### src/rtl/rvfi_pkg.sv
// Shared types and helpers for the RVFI retire tracker.
// XLEN/ILEN   : register/address and instruction widths
// rvfi_entry_t: one in-flight instruction (issue fields + completion fields)
// rvfi_sanitise: applies the x0 and trap zeroing rules to an outgoing packet
package rvfi_pkg;

  localparam int unsigned XLEN = 32;
  localparam int unsigned ILEN = 32;
  localparam int unsigned MASK_W = XLEN / 8;

  typedef struct packed {
    // issue fields
    logic [ILEN-1:0]   insn;
    logic [XLEN-1:0]   pc_rdata;
    logic [4:0]        rs1_addr;
    logic [4:0]        rs2_addr;
    logic [XLEN-1:0]   rs1_rdata;
    logic [XLEN-1:0]   rs2_rdata;
    // completion fields
    logic              trap;
    logic              halt;
    logic              intr;
    logic [4:0]        rd_addr;
    logic [XLEN-1:0]   rd_wdata;
    logic [XLEN-1:0]   pc_wdata;
    logic [XLEN-1:0]   mem_addr;
    logic [MASK_W-1:0] mem_rmask;
    logic [MASK_W-1:0] mem_wmask;
    logic [XLEN-1:0]   mem_rdata;
    logic [XLEN-1:0]   mem_wdata;
  } rvfi_entry_t;

  // x0 reads/writes report zero; a trapping instruction writes nothing.
  function automatic rvfi_entry_t rvfi_sanitise(input rvfi_entry_t e);
    rvfi_entry_t s;
    s = e;
    if (s.rs1_addr == 5'd0) s.rs1_rdata = '0;
    if (s.rs2_addr == 5'd0) s.rs2_rdata = '0;
    if (s.rd_addr == 5'd0)  s.rd_wdata  = '0;
    if (s.trap) begin
      s.rd_addr   = '0;
      s.rd_wdata  = '0;
      s.mem_wmask = '0;
    end
    return s;
  endfunction

endpackage

### src/rtl/rvfi_tag_ring.sv
// Head/tail/count bookkeeping for the in-flight ring.
// Ports: clock, reset (sync, active-low); iss_valid / ret_req requests in;
// halted blocks both sides; iss_ready, iss_fire, ret_fire, head, tail out.
module rvfi_tag_ring #(
  parameter int unsigned DEPTH = 4,
  parameter int unsigned TAG_W = $clog2(DEPTH)
) (
  input  logic             clock,
  input  logic             reset,
  input  logic             iss_valid,
  input  logic             ret_req,
  input  logic             halted,
  output logic             iss_ready,
  output logic             iss_fire,
  output logic             ret_fire,
  output logic [TAG_W-1:0] head,
  output logic [TAG_W-1:0] tail
);

  localparam int unsigned CNT_W = $clog2(DEPTH + 1);

  logic [CNT_W-1:0] count;

  // Readiness looks only at the registered count, never at a same-cycle retire.
  assign iss_ready = (count < CNT_W'(DEPTH)) && !halted;
  assign iss_fire  = iss_valid && iss_ready;
  assign ret_fire  = ret_req && !halted;

  // Pointers wrap naturally because DEPTH is a power of two.
  always_ff @(posedge clock) begin
    if (!reset) begin
      head  <= '0;
      tail  <= '0;
      count <= '0;
    end else begin
      if (iss_fire) tail <= tail + TAG_W'(1);
      if (ret_fire) head <= head + TAG_W'(1);
      case ({iss_fire, ret_fire})
        2'b10:   count <= count + CNT_W'(1);
        2'b01:   count <= count - CNT_W'(1);
        default: count <= count;
      endcase
    end
  end

endmodule

### src/rtl/rvfi_retire_tracker.sv
// In-order RVFI packet generator (NRET=1) for an out-of-order completing core.
// Ports: clock, reset (sync, active-low); iss_* issue handshake returning a
// tag; cmp_* completion by tag; rvfi_* registered trace packet; err (sticky
// protocol error); halted (a halt instruction has retired).
module rvfi_retire_tracker
  import rvfi_pkg::*;
#(
  parameter int unsigned DEPTH   = 4,
  parameter int unsigned TAG_W   = $clog2(DEPTH),
  parameter int unsigned ORDER_W = 64
) (
  input  logic               clock,
  input  logic               reset,
  // issue
  input  logic               iss_valid,
  output logic               iss_ready,
  output logic [TAG_W-1:0]   iss_tag,
  input  logic [ILEN-1:0]    iss_insn,
  input  logic [XLEN-1:0]    iss_pc,
  input  logic [4:0]         iss_rs1_addr,
  input  logic [4:0]         iss_rs2_addr,
  input  logic [XLEN-1:0]    iss_rs1_rdata,
  input  logic [XLEN-1:0]    iss_rs2_rdata,
  // completion
  input  logic               cmp_valid,
  input  logic [TAG_W-1:0]   cmp_tag,
  input  logic               cmp_trap,
  input  logic               cmp_halt,
  input  logic               cmp_intr,
  input  logic [4:0]         cmp_rd_addr,
  input  logic [XLEN-1:0]    cmp_rd_wdata,
  input  logic [XLEN-1:0]    cmp_pc_wdata,
  input  logic [XLEN-1:0]    cmp_mem_addr,
  input  logic [XLEN-1:0]    cmp_mem_rdata,
  input  logic [XLEN-1:0]    cmp_mem_wdata,
  input  logic [MASK_W-1:0]  cmp_mem_rmask,
  input  logic [MASK_W-1:0]  cmp_mem_wmask,
  // rvfi
  output logic               rvfi_valid,
  output logic [ORDER_W-1:0] rvfi_order,
  output logic [ILEN-1:0]    rvfi_insn,
  output logic               rvfi_trap,
  output logic               rvfi_halt,
  output logic               rvfi_intr,
  output logic [4:0]         rvfi_rs1_addr,
  output logic [4:0]         rvfi_rs2_addr,
  output logic [XLEN-1:0]    rvfi_rs1_rdata,
  output logic [XLEN-1:0]    rvfi_rs2_rdata,
  output logic [4:0]         rvfi_rd_addr,
  output logic [XLEN-1:0]    rvfi_rd_wdata,
  output logic [XLEN-1:0]    rvfi_pc_rdata,
  output logic [XLEN-1:0]    rvfi_pc_wdata,
  output logic [XLEN-1:0]    rvfi_mem_addr,
  output logic [MASK_W-1:0]  rvfi_mem_rmask,
  output logic [MASK_W-1:0]  rvfi_mem_wmask,
  output logic [XLEN-1:0]    rvfi_mem_rdata,
  output logic [XLEN-1:0]    rvfi_mem_wdata,
  // status
  output logic               err,
  output logic               halted
);

  rvfi_entry_t        entries [DEPTH];
  logic [DEPTH-1:0]   alloc;
  logic [DEPTH-1:0]   done;

  logic [TAG_W-1:0]   head;
  logic [TAG_W-1:0]   tail;
  logic               iss_fire;
  logic               ret_req;
  logic               ret_fire;
  logic               cmp_ok;
  rvfi_entry_t        ret_entry;

  rvfi_entry_t        out_q;
  logic               out_valid;
  logic [ORDER_W-1:0] out_order;
  logic [ORDER_W-1:0] order_cnt;

  rvfi_tag_ring #(
    .DEPTH (DEPTH),
    .TAG_W (TAG_W)
  ) u_ring (
    .clock     (clock),
    .reset     (reset),
    .iss_valid (iss_valid),
    .ret_req   (ret_req),
    .halted    (halted),
    .iss_ready (iss_ready),
    .iss_fire  (iss_fire),
    .ret_fire  (ret_fire),
    .head      (head),
    .tail      (tail)
  );

  assign iss_tag = tail;

  // A completion is accepted only for an allocated, not-yet-done entry that
  // is not being allocated in this very cycle.
  assign cmp_ok = cmp_valid && alloc[cmp_tag] && !done[cmp_tag]
                  && !(iss_fire && (cmp_tag == tail));

  // Head retires when done, or when its completion arrives this cycle (bypass).
  assign ret_req = alloc[head] && (done[head] || (cmp_valid && (cmp_tag == head)));

  // Outgoing packet: stored fields, with completion fields taken from the
  // completion bus when the head is being completed in this cycle.
  always_comb begin
    ret_entry = entries[head];
    if (!done[head]) begin
      ret_entry.trap      = cmp_trap;
      ret_entry.halt      = cmp_halt;
      ret_entry.intr      = cmp_intr;
      ret_entry.rd_addr   = cmp_rd_addr;
      ret_entry.rd_wdata  = cmp_rd_wdata;
      ret_entry.pc_wdata  = cmp_pc_wdata;
      ret_entry.mem_addr  = cmp_mem_addr;
      ret_entry.mem_rmask = cmp_mem_rmask;
      ret_entry.mem_wmask = cmp_mem_wmask;
      ret_entry.mem_rdata = cmp_mem_rdata;
      ret_entry.mem_wdata = cmp_mem_wdata;
    end
  end

  // Entry payload storage; validity lives in alloc/done, so no reset needed.
  always_ff @(posedge clock) begin
    if (iss_fire) begin
      entries[tail].insn      <= iss_insn;
      entries[tail].pc_rdata  <= iss_pc;
      entries[tail].rs1_addr  <= iss_rs1_addr;
      entries[tail].rs2_addr  <= iss_rs2_addr;
      entries[tail].rs1_rdata <= iss_rs1_rdata;
      entries[tail].rs2_rdata <= iss_rs2_rdata;
    end
    if (cmp_ok) begin
      entries[cmp_tag].trap      <= cmp_trap;
      entries[cmp_tag].halt      <= cmp_halt;
      entries[cmp_tag].intr      <= cmp_intr;
      entries[cmp_tag].rd_addr   <= cmp_rd_addr;
      entries[cmp_tag].rd_wdata  <= cmp_rd_wdata;
      entries[cmp_tag].pc_wdata  <= cmp_pc_wdata;
      entries[cmp_tag].mem_addr  <= cmp_mem_addr;
      entries[cmp_tag].mem_rmask <= cmp_mem_rmask;
      entries[cmp_tag].mem_wmask <= cmp_mem_wmask;
      entries[cmp_tag].mem_rdata <= cmp_mem_rdata;
      entries[cmp_tag].mem_wdata <= cmp_mem_wdata;
    end
  end

  // Entry state flags, error and halt status.
  always_ff @(posedge clock) begin
    if (!reset) begin
      alloc  <= '0;
      done   <= '0;
      err    <= 1'b0;
      halted <= 1'b0;
    end else begin
      if (iss_fire) begin
        alloc[tail] <= 1'b1;
        done[tail]  <= 1'b0;
      end
      if (cmp_ok) done[cmp_tag] <= 1'b1;
      if (ret_fire) alloc[head] <= 1'b0;
      if (cmp_valid && !cmp_ok) err <= 1'b1;
      if (ret_fire && ret_entry.halt) halted <= 1'b1;
    end
  end

  // Output packet register; fields are zero whenever no packet is emitted.
  always_ff @(posedge clock) begin
    if (!reset) begin
      out_valid <= 1'b0;
      out_order <= '0;
      out_q     <= '0;
      order_cnt <= '0;
    end else begin
      out_valid <= ret_fire;
      if (ret_fire) begin
        out_q     <= rvfi_sanitise(ret_entry);
        out_order <= order_cnt;
        order_cnt <= order_cnt + ORDER_W'(1);
      end else begin
        out_q     <= '0;
        out_order <= '0;
      end
    end
  end

  assign rvfi_valid     = out_valid;
  assign rvfi_order     = out_order;
  assign rvfi_insn      = out_q.insn;
  assign rvfi_trap      = out_q.trap;
  assign rvfi_halt      = out_q.halt;
  assign rvfi_intr      = out_q.intr;
  assign rvfi_rs1_addr  = out_q.rs1_addr;
  assign rvfi_rs2_addr  = out_q.rs2_addr;
  assign rvfi_rs1_rdata = out_q.rs1_rdata;
  assign rvfi_rs2_rdata = out_q.rs2_rdata;
  assign rvfi_rd_addr   = out_q.rd_addr;
  assign rvfi_rd_wdata  = out_q.rd_wdata;
  assign rvfi_pc_rdata  = out_q.pc_rdata;
  assign rvfi_pc_wdata  = out_q.pc_wdata;
  assign rvfi_mem_addr  = out_q.mem_addr;
  assign rvfi_mem_rmask = out_q.mem_rmask;
  assign rvfi_mem_wmask = out_q.mem_wmask;
  assign rvfi_mem_rdata = out_q.mem_rdata;
  assign rvfi_mem_wdata = out_q.mem_wdata;

endmodule

### config.mk
export PLATFORM = sky130hd
export DESIGN_NAME = rvfi_retire_tracker
export DESIGN_NICKNAME = d
export VERILOG_FILES = /design/src/rtl/rvfi_pkg.sv /design/src/rtl/rvfi_tag_ring.sv /design/src/rtl/rvfi_retire_tracker.sv
export SDC_FILE = /design/constraint.sdc
export NUM_CORES = 2
export LEC_CHECK = 0
export CAP_MARGIN = 10
export CELL_PAD_IN_SITES_DETAIL_PLACEMENT = 0
export CELL_PAD_IN_SITES_GLOBAL_PLACEMENT = 1
export CORE_ASPECT_RATIO = 1.5
export CORE_MARGIN = 4
export CORE_UTILIZATION = 48
export CTS_BUF_LIST = sky130_fd_sc_hd__clkbuf_16
export CTS_CLUSTER_SIZE = 16
export DETAILED_ROUTE_END_ITERATION = 16
export GPL_ROUTABILITY_DRIVEN = 0
export PLACE_DENSITY = 0.81
export SLEW_MARGIN = 0
export SYNTH_ARGS = -nofsm -noshare
export SYNTH_HDL_FRONTEND = slang
export SYNTH_HIERARCHICAL = 1
export SYNTH_SLANG_ARGS = --single-unit
### constraint.sdc
create_clock -name clock -period 19.9 [get_ports clock]
set_input_delay 3.98 -clock clock [delete_from_list [all_inputs] [get_ports clock]]
set_output_delay 3.98 -clock clock [all_outputs]
set_load 0.01 [all_outputs]
==> run_results.csv <==
group,metric,value,unit
status,outcome,"complete, no violations",
detailed_routing,wl_per_cell,24.5,um
logic_synthesis,synth.avg_cell_area,18.3,um2
clock_network,clk_path_buf_depth,3,
detailed_routing,avgViaCountPerCell,5.51,
timing,final_max_slew_viol_count,0,
detailed_routing,drtIter0Drc,2451,
timing,hold_ws,491,ps
power_and_ir_drop,p_seq_frac,0.552,
power_and_ir_drop,p_clk_frac,0.408,
setup_path,worstSetupPathType,"in -> reg",
flow_run,max_cap_viol_count,0,
setup_path,path_cells,"clkdlybuf4s50_1 -> or3b_2 -> a21oi_1 -> a32oi_1 -> nand2b_1 -> nor2_4 -> buf_4 -> buf_4 -> buf_4",
power_and_ir_drop,p_per_area,96.1,nW/um2
power_and_ir_drop,switching_power,1440,uW
logic_synthesis,yosysTopAreaCellShare,0.623,
grt,grt_overflow,0,
setup_path,r2r_slack,14900,ps
setup_path,cp_max_fo,66,
timing,worstMarginPinSlew,1120,ps
setup_path,worstRegToRegCells,11,
layout,num-fill-cells,9084,
logic_synthesis,synth_fp_nets,3631,
grt,antenna_found_initial,38,
timing,rsz0062_at_grt,"no",
clock_network,numCtsBuffers,154,
layout,final_layout_size_suffix_gt1_frac,0.149,
logic_synthesis,yosysWarnings,6,
detailed_routing,vias,31900,
clock_network,post_cts_buffers,0,
logic_synthesis,synth_edf_count,1256,
floorplan,ios,704,
logic_synthesis,synth_common_cells,"edfxtp_1 (1,256), dfxtp_1 (460), nand2_1 (379), mux4_2 (316), a21oi_1 (203)",
logic_synthesis,synth-main-ff-cell,"edfxtp_1",
timing,fmax,0.122,GHz
grt,grt_pass1_wl,212000,um
logic_synthesis,async_flop_share,0,
grt,grt_pass1_vias,32100,
floorplan,num_rows,159,
grt,use_met1,0.278,
placed_design,portBuffers,703,
layout,nets,4356,
min_path,hp-start,"order_cnt[61]$_SDFFE_PN0P_",
clock_network,cts_tree,"built",
clock_network,clk_latency,790,ps
setup_path,critical_path_required,20300,ps
grt,grtUsageMet3,0.0901,
grt,top_usage_layer,"met2",
detailed_routing,first_pass_iters,7,
power_and_ir_drop,power.internal,5710,uW
setup_path,worst_path_max_delay_cell,"buf_4",
power_and_ir_drop,ir_drop,0.0000838,V
clock_network,cts_hold_buf,0,
clock_network,clkTransAtPathRegs,60,ps
floorplan,die_x,298,um
min_path,hold_depth,2,
clock_network,post_cts_resized,0,
clock_network,clock-sinks,1716,
min_path,hold_class,"reg -> reg",
detailed_routing,ant_nets,0,
setup_path,r2r_end,"rvfi_rd_wdata[6]$_SDFF_PP0_",
floorplan,start_util,0.483,
logic_synthesis,ys_seq_area_frac,0.775,
setup_path,crit_path_frequent_cell,"buf_4",
setup_path,max_stage_delay,890,ps
timing,period_share,0.411,
layout,area_growth,22.9,%
timing,finalHoldViolCount,0,
timing,fin_crit,8180,ps
timing,finalSetupTns,0,ps
clock_network,cts_max_level,4,
floorplan,core_area,125000,um2
logic_synthesis,synth_cells,3308,
detailed_routing,drcViolationCount,0,
placed_design,dp.cells,5487,
grt,use_met2,0.331,
min_path,hold_end,"rvfi_order[61]$_SDFF_PN0_",
floorplan,die_h,443,um
setup_path,r2r_start,"u_ring/head[0]$_SDFFE_PN0P_",
logic_synthesis,synth-seq-cells,1716,
detailed_routing,drt-total-wl,142000,um
power_and_ir_drop,p_leak,0.0243,uW
logic_synthesis,syn_area,60500,um2
timing,slew_headroom,0.251,
power_and_ir_drop,p_sw_frac,0.202,
clock_network,cts_root_buf,"clkbuf_16",
timing,fin_skew,27.3,ps
timing,setup_viol,0,
grt,grt_max_degree,139,
logic_synthesis,yosysMostFrequentCell,"edfxtp_1",
setup_path,crit_path_start_kind,"input pin",
floorplan,dieArea,132000,um2
logic_synthesis,synth.largest_area_cell,"edfxtp_1",
logic_synthesis,ys_types,58,
layout,final_cells,5797,
logic_synthesis,synthTopCellsByArea,"edfxtp_1 (62%), dfxtp_1 (15%), mux4_2 (12%), nand2_1 (2.4%), a21oi_1 (1.7%)",
placed_design,dp_hpwl,88500,um
setup_path,critical_path_arrival,8570,ps
power_and_ir_drop,share_comb_of_total_power,0.040,
setup_path,cp-end-kind,"flop",
grt,grtUsageTotal,0.216,
## per-layer routing
layer / vias to the layer above / share of wire
met5: - / 0.0022
met4: 28 / 0.029
met3: 217 / 0.12
met2: 1378 / 0.47
met1: 16100 / 0.38
li1: 14200 / -
## state kept, by name (all words and copies together), names as in the netlist, 3 cells and up
signal and cells:
entries 1256, order_cnt 64, rvfi_order 64, rvfi_insn 32, rvfi_mem_addr 32, rvfi_mem_rdata 32, rvfi_mem_wdata 32, rvfi_pc_rdata 32
rvfi_pc_wdata 32, rvfi_rd_wdata 32, rvfi_rs1_rdata 32, rvfi_rs2_rdata 32, rvfi_rd_addr 5, rvfi_rs1_addr 5, rvfi_rs2_addr 5, alloc 4
done 4, rvfi_mem_rmask 4, rvfi_mem_wmask 4, u_ring/count 3
## logic make-up after synthesis
family | after synthesis | synth area share
AOI/OAI and AO/OA | 252 | 0.0229
buffers and inverters | 192 | 0.0129
xor gates and xnor gates | 38 | 0.00550
and+or+nand+nor | 778 | 0.0630
adders and majority gates | 3 | 0.000744
muxes | 329 | 0.120
DFF | 1716 | 0.775
## placed cells by master, fill, tap and decap left out, drive strengths merged, types with 16 or more instances in the layout
master,Yosys,final
edfxtp,1256,1256
o31ai,16,16
mux4,316,316
and2,80,80
diode,0,23
clkdlybuf4s50,0,702
xnor2,18,18
buf,52,43
a21oi,203,203
clkbuf,124,160
dfxtp,460,460
nand4,26,26
nand2,380,380
nor2b,67,67
and3,62,62
inv,16,66
nand3,22,22
nor2,60,60
xor2,20,20
clkinv,0,54
or4,22,22
## per-stage QoR
stage                      util  worst slack (ps)  power, uW  area [um2]
after global placement    0.553             10860       4310       69400
after detailed placement  0.553             10920       4320       69400
after floorplan               -              1210       4170       60500
final                     0.594             11720       7150       74400
after global routing      0.594             11560       7400       74400
after CTS                 0.593             11800       7230       74400
## how the worst max path moves through the flow
stage	from	endpoint	slack (ps)	cells after the start
after floorplan	cmp_tag[1]	entries[1][0]$_DFFE_PP_	1210	6
after global placement	cmp_tag[1]	entries[2][169]$_DFFE_PP_	10860	9
after detailed placement	cmp_tag[1]	entries[2][132]$_DFFE_PP_	10920	9
after CTS	cmp_tag[1]	entries[2][132]$_DFFE_PP_	11800	9
after global routing	cmp_tag[1]	entries[2][132]$_DFFE_PP_	11560	9
final	cmp_tag[1]	entries[3][169]$_DFFE_PP_	11720	9
## power by group through the flow
stage | sequential [uW] | combinational [uW] | clock, uW
floorplan | 4040 | 131 | 0
global placement | 4020 | 288 | 0
detailed placement | 4020 | 294 | 0
CTS | 3940 | 295 | 2990
global route | 3950 | 314 | 3140
finish | 3940 | 289 | 2920
## cell type report
class / count / area (um2) / share of cell area
inverter: 16 / 60.1 / 0.000807
timing repair buffer: 745 / 7420 / 0.0997
multi-input combinational: 1400 / 12900 / 0.174
clock buffer: 160 / 4000 / 0.0538
clock inverter: 127 / 1010 / 0.0136
tap: 1610 / 2010 / 0.0271
antenna: 23 / 57.6 / 0.000773
sequential: 1716 / 46900 / 0.631
## worst max-delay path: cells and delay by family
kind	cells	cell delay, ps
AOI/OAI and AO/OA	2	260
and+or+nand+nor	3	1060
buffers and inverters	4	3040
(Power assumes the default switching activity.)
